### config.mk
export PLATFORM = sky130hd
export DESIGN_NAME = pipeline_stage_elastic
export DESIGN_NICKNAME = d
export VERILOG_FILES = /design/src/rtl/pipe_pkg.sv /design/src/rtl/pipeline_stage_slot.sv /design/src/rtl/pipeline_stage_elastic.sv
export SDC_FILE = /design/constraint.sdc
export NUM_CORES = 1
export LEC_CHECK = 0
export CAP_MARGIN = 10
export CORE_AREA = 5 5 106 98
export DETAILED_ROUTE_END_ITERATION = 8
export DIE_AREA = 0 0 111 103
export MAX_ROUTING_LAYER = met4
export PLACE_DENSITY = 0.91
export SLEW_MARGIN = 0
export SYNTH_ARGS = -nofsm -noshare
export SYNTH_HDL_FRONTEND = slang
export SYNTH_SLANG_ARGS = --single-unit
### constraint.sdc
create_clock -name clk_i -period 2.63 [get_ports clk_i]
set_clock_uncertainty 0.2 [all_clocks]
set_input_delay 0.526 -clock clk_i [delete_from_list [all_inputs] [get_ports clk_i]]
set_output_delay 0.526 -clock clk_i [all_outputs]
set_load 0.005 [all_outputs]
### src/rtl/pipe_pkg.sv
`default_nettype none
// ============================================================================
// Module      : pipe_pkg
// Description : Shared types and constants for the elastic pipeline stages.
// Revision    : 1.0 - initial release
// ============================================================================
package pipe_pkg;

    // Encodings double as the occupancy count of each state.
    typedef enum logic [1:0] {
        EMPTY = 2'd0,
        FULL  = 2'd1,
        SKID  = 2'd2
    } stage_state_t;

    localparam int OCC_W = 2;

    // ID/EX decoder control field defaults.
    localparam int                      ID_EX_CTRL_W      = 15;
    localparam logic [ID_EX_CTRL_W-1:0] ID_EX_BUBBLE_CTRL = '0;

endpackage
`default_nettype wire

### src/rtl/pipeline_stage_slot.sv
`default_nettype none
// ============================================================================
// Module      : pipeline_stage_slot
// Description : One payload+control holding register, load enable, sync clear.
// Revision    : 1.0 - initial release
// ============================================================================
module pipeline_stage_slot #(
    parameter int W = 47
) (
    input  logic         clk,
    input  logic         rst,
    input  logic         i_load,
    input  logic [W-1:0] i_d,
    output logic [W-1:0] o_q
);

    logic [W-1:0] r_q;

    always_ff @(posedge clk) begin
        if (rst) begin
            r_q <= '0;
        end else if (i_load) begin
            r_q <= i_d;
        end
    end

    assign o_q = r_q;

endmodule
`default_nettype wire

### src/rtl/pipeline_stage_elastic.sv
`default_nettype none
// ============================================================================
// Module      : pipeline_stage_elastic
// Description : Valid/ready pipeline stage register with optional skid slot
//               and bubble-forced control field.
// Revision    : 1.0 - initial release
// ============================================================================
module pipeline_stage_elastic
    import pipe_pkg::*;
#(
    parameter int                DATA_W      = 32,
    parameter int                CTRL_W      = ID_EX_CTRL_W,
    parameter logic [CTRL_W-1:0] BUBBLE_CTRL = CTRL_W'(ID_EX_BUBBLE_CTRL),
    parameter int                SKID_EN     = 1
) (
    input  logic              clk_i,
    input  logic              rst_i,
    input  logic              flush_i,
    input  logic              up_valid_i,
    output logic              up_ready_o,
    input  logic [DATA_W-1:0] up_data_i,
    input  logic [CTRL_W-1:0] up_ctrl_i,
    output logic              dn_valid_o,
    input  logic              dn_ready_i,
    output logic [DATA_W-1:0] dn_data_o,
    output logic [CTRL_W-1:0] dn_ctrl_o,
    output logic [OCC_W-1:0]  occupancy_o
);

    localparam int c_slot_w = DATA_W + CTRL_W;

    stage_state_t        r_state;
    stage_state_t        w_state_nxt;
    logic                w_up_ready;
    logic                w_up_fire;
    logic                w_dn_fire;
    logic                w_main_load;
    logic                w_main_from_skid;
    logic                w_skid_load;
    logic [c_slot_w-1:0] w_up_slot;
    logic [c_slot_w-1:0] w_main_d;
    logic [c_slot_w-1:0] w_main_q;
    logic [c_slot_w-1:0] w_skid_q;

    assign w_up_slot  = {up_ctrl_i, up_data_i};
    assign dn_valid_o = (r_state != EMPTY);
    assign w_up_fire  = up_valid_i & w_up_ready;
    assign w_dn_fire  = dn_valid_o & dn_ready_i;
    assign up_ready_o = w_up_ready;

    always_ff @(posedge clk_i) begin
        if (rst_i) begin
            r_state <= EMPTY;
        end else begin
            r_state <= w_state_nxt;
        end
    end

    always_comb begin
        w_state_nxt      = r_state;
        w_main_load      = 1'b0;
        w_main_from_skid = 1'b0;
        w_skid_load      = 1'b0;
        case (r_state)
            EMPTY: begin
                if (w_up_fire) begin
                    w_main_load = 1'b1;
                    w_state_nxt = FULL;
                end
            end
            FULL: begin
                if (w_up_fire && w_dn_fire) begin
                    w_main_load = 1'b1;
                end else if (w_dn_fire) begin
                    w_state_nxt = EMPTY;
                end else if (w_up_fire && (SKID_EN != 0)) begin
                    w_skid_load = 1'b1;
                    w_state_nxt = SKID;
                end
            end
            SKID: begin
                if (dn_ready_i) begin
                    w_main_load      = 1'b1;
                    w_main_from_skid = 1'b1;
                    w_state_nxt      = FULL;
                end
            end
            default: w_state_nxt = EMPTY;
        endcase
        // Flush drops held and incoming beats; slot contents are left as-is.
        if (flush_i) begin
            w_state_nxt = EMPTY;
            w_main_load = 1'b0;
            w_skid_load = 1'b0;
        end
    end

    assign w_main_d = w_main_from_skid ? w_skid_q : w_up_slot;

    pipeline_stage_slot #(
        .W (c_slot_w)
    ) u_main (
        .clk    (clk_i),
        .rst    (rst_i),
        .i_load (w_main_load),
        .i_d    (w_main_d),
        .o_q    (w_main_q)
    );

    generate
        if (SKID_EN != 0) begin : g_skid
            // Ready is registered so stalls never ripple combinationally upstream.
            logic r_up_ready;

            always_ff @(posedge clk_i) begin
                if (rst_i) begin
                    r_up_ready <= 1'b1;
                end else begin
                    r_up_ready <= (w_state_nxt != SKID);
                end
            end

            assign w_up_ready = r_up_ready;

            pipeline_stage_slot #(
                .W (c_slot_w)
            ) u_skid (
                .clk    (clk_i),
                .rst    (rst_i),
                .i_load (w_skid_load),
                .i_d    (w_up_slot),
                .o_q    (w_skid_q)
            );
        end else begin : g_no_skid
            assign w_up_ready = dn_ready_i | ~dn_valid_o;
            assign w_skid_q   = '0;
        end
    endgenerate

    assign dn_data_o = w_main_q[DATA_W-1:0];
    assign dn_ctrl_o = dn_valid_o ? w_main_q[c_slot_w-1:DATA_W] : BUBBLE_CTRL;

    always_comb begin
        occupancy_o = '0;
        case (r_state)
            FULL:    occupancy_o = OCC_W'(1);
            SKID:    occupancy_o = OCC_W'(2);
            default: occupancy_o = '0;
        endcase
    end

endmodule
`default_nettype wire

==> metrics.csv <==
stage,metric,value,unit
global_route,overflow,0,
min_path,holdCritPathClass,flop to flop,
sta,drv_slew,0,
cts,clock_sinks,97,
power_and_ir_drop,p_per_area,511.7,nW/um^2
die,num_rows,34,
sta,whs,0.2571,ns
power_and_ir_drop,p_leak,1.929,nW
detailed_routing,vias,4537,
setup_path,reg2reg_depth,5,
global_route,grt_util_all_layers,22.41,%
sta,min_period,2.383,ns
die,ioPinCount,103,
setup_path,cp.arrival,1.66,ns
cts,ctsHoldBuffers,0,
sta,rsz0062_at_grt,no,
finish,num_antenna_cells,0,
yosys,yosysSeqAreaShare,39.72,%
die,die_area,11430,um^2
yosys,synth_top_cell_area_share,39.72,%
min_path,hold_depth,2,
setup_path,crit_fanout,16,
cts,post_cts_buffers,0,
setup_path,crit_path_end_kind,primary output,
cts,cts_tree,built,
yosys,async_reset_ff_share,0,%
global_route,grt_first_pass_wirelength,20720,um
finish,nets,692,
die,design.core.area,9316,um^2
yosys,syn_area,4888,um^2
finish,area_growth,20.86,%
cts,cts_resized,2,
detailed_routing,route.detailed.drc,0,
sta,tightest_slew,1.085,ns
die,start_util,52.47,%
sta,slew_headroom,27.68,%
detailed_routing,drtPass1Iterations,7,
placed_design,routabilityCongestion,0.8137,
yosys,netlist_instances,600,
finish,nFillCells,779,
yosys,synth_edf_count,0,
placed_design,port_buffers,102,
sta,setup_tns,0,ns
cts,cts-root-buf,clkbuf_8,
global_route,antenna_found_initial,0,
sta,hold_viol,0,
yosys,ys_seq_elements,97,
setup_path,crit_type,flop to primary output,
yosys,avgSynthCellArea,8.147,um^2
cts,numCtsBuffers,9,
min_path,hp-start,g_skid.u_skid.o_q[17],
sta,fmax,0.4197,GHz
setup_path,required,1.90,ns
cts,h-tree-depth,3,
setup_path,r2r-start,r_state[1],
cts,cts_buffer_depth,2,
yosys,ys.flop_type,dfxtp_1,
detailed_routing,wl_per_cell,16.42,um
cts,cts.clk_slew.worst_paths,0.09,ns
die,die_h,103,um
flow_run,cap_viol_max_count,0,
setup_path,r2r_setup_slack,0.54,ns
outcome,status,"finished, final reports clean",
setup_path,critPathSlowestCell,clkdlybuf4s50_1,
sta,period_share,90.59,%
detailed_routing,wirelength,12660,um
detailed_routing,antenna_left,0,
yosys,synth_top_area_cell,dfxtp_1,
setup_path,cpPeakStageDelay,0.46,ns
yosys,synth.top_cells.by_count,"dfxtp_1, nand2_1, a21oi_1",
placed_design,hpwlAfterDp,8421,um
yosys,syn_nets,652,
finish,drive_above_1_share,9.767,%
yosys,yosys_warnings,0,
setup_path,cp_cell_sequence,nor2_4 -> nor2b_1 -> clkdlybuf4s50_1,
cts,clock_latency,0.36,ns
setup_path,worst_r2r_endpoint,u_main.o_q[26],
sta,setup_viol,0,
detailed_routing,via_per_inst,5.885,
yosys,ys_top_cells_by_area,"dfxtp_1, a21oi_1, nor2b_1",
yosys,synthDistinctLibCells,28,
min_path,min_to,g_skid.u_skid.o_q[17],
power_and_ir_drop,peakVddDrop,258.4,uV
detailed_routing,drt_iter0_markers,307,
die,die_w,111,um
global_route,grt_max_degree,97,
setup_path,cp-start-kind,flop,
global_route,grt_pass1_vias,4423,
metal layers:
layer	GRT usage [%]	vias up	wire length [um]
met5	-	-	0
met1	26.52	2166	5276
li1	-	2153	-
met2	37.69	200	6342
met3	4.049	18	820
met4	10.23	0	220
cells in the final DEF (no fill, tap or decap), drive strengths merged:
cell type	n
nand3b	1
nor2	2
nand2	97
bufinv	1
clkinvlp	2
clkdlybuf4s50	100
o21ai	47
nand2b	1
buf	19
or3	1
or4	1
a2111oi	47
clkbuf	11
a21oi	96
mux2i	1
o22a	1
and2b	1
and2	1
dfxtp	97
inv	2
nor3	49
nor2b	64
clkinv	2
and3b	1
logic make-up after synthesis:
kind of cell           share of synthesized area, %
AO/OA/AOI/OAI                                 26.44
AND/OR/NAND/NOR                               21.99
buffers and inverters                         11.65
flip-flops                                    39.72
multiplexers                                 0.2048
worst max-delay path by stage:
stage	startpoint	end	slack, ns
floorplan	flush_i	g_skid.u_skid.o_q[16]	0.77
global placement	dn_ready_i	g_skid.u_skid.o_q[20]	0.18
detailed placement	r_state[1]	dn_ctrl_o[6]	0.08
CTS	r_state[1]	dn_ctrl_o[6]	0.21
global route	r_state[1]	dn_ctrl_o[6]	0.15
finish	r_state[1]	dn_ctrl_o[6]	0.25
power by group:
part	internal (W)	switching (W)	total, W	leakage, nW
combinational	0.000250	0.000236	0.000486	1.04
clock	0.000463	0.000509	0.000972	0.0953
sequential	0.00152	0.0000431	0.00157	0.790
critical path, delay by kind of cell (launching register included):
family	cells	cell delay, ns
and+or+nand+nor	2	0.46
buffers and inverters	1	0.46
DFF	1	0.39
area by class of cell:
class / count / area [um^2] / share of cell area, %
clock inverters: 5 / 55.05 / 0.9318
clock buffers: 11 / 141.4 / 2.393
repair buffers: 119 / 1204 / 20.37
multi-input cells: 411 / 2401 / 40.64
flip-flops and latches: 97 / 1942 / 32.87
well taps: 126 / 157.7 / 2.668
inverters: 2 / 7.507 / 0.1271
state kept, by name (all words and copies together) (netlist names):
register	flops
up_ready_o	1
u_main.o_q	47
r_state	2
g_skid.u_skid.o_q	47
through the flow:
stage / setup slack (ns) / total power (W) / utilization, % / instance area [um^2] / std cells
after floorplan: 0.7741 / 0.001885 / - / 4888 / 600
after global placement: 0.1844 / 0.002053 / 61.23 / 5704 / 755
after detailed placement: 0.08194 / 0.002082 / 61.23 / 5704 / 755
after CTS: 0.2147 / 0.003049 / 63.42 / 5908 / 771
after global routing: 0.1505 / 0.003156 / 63.42 / 5908 / 771
final: 0.2474 / 0.003023 / 63.42 / 5908 / 771
No activity file was read; power rests on OpenSTA's default activity.
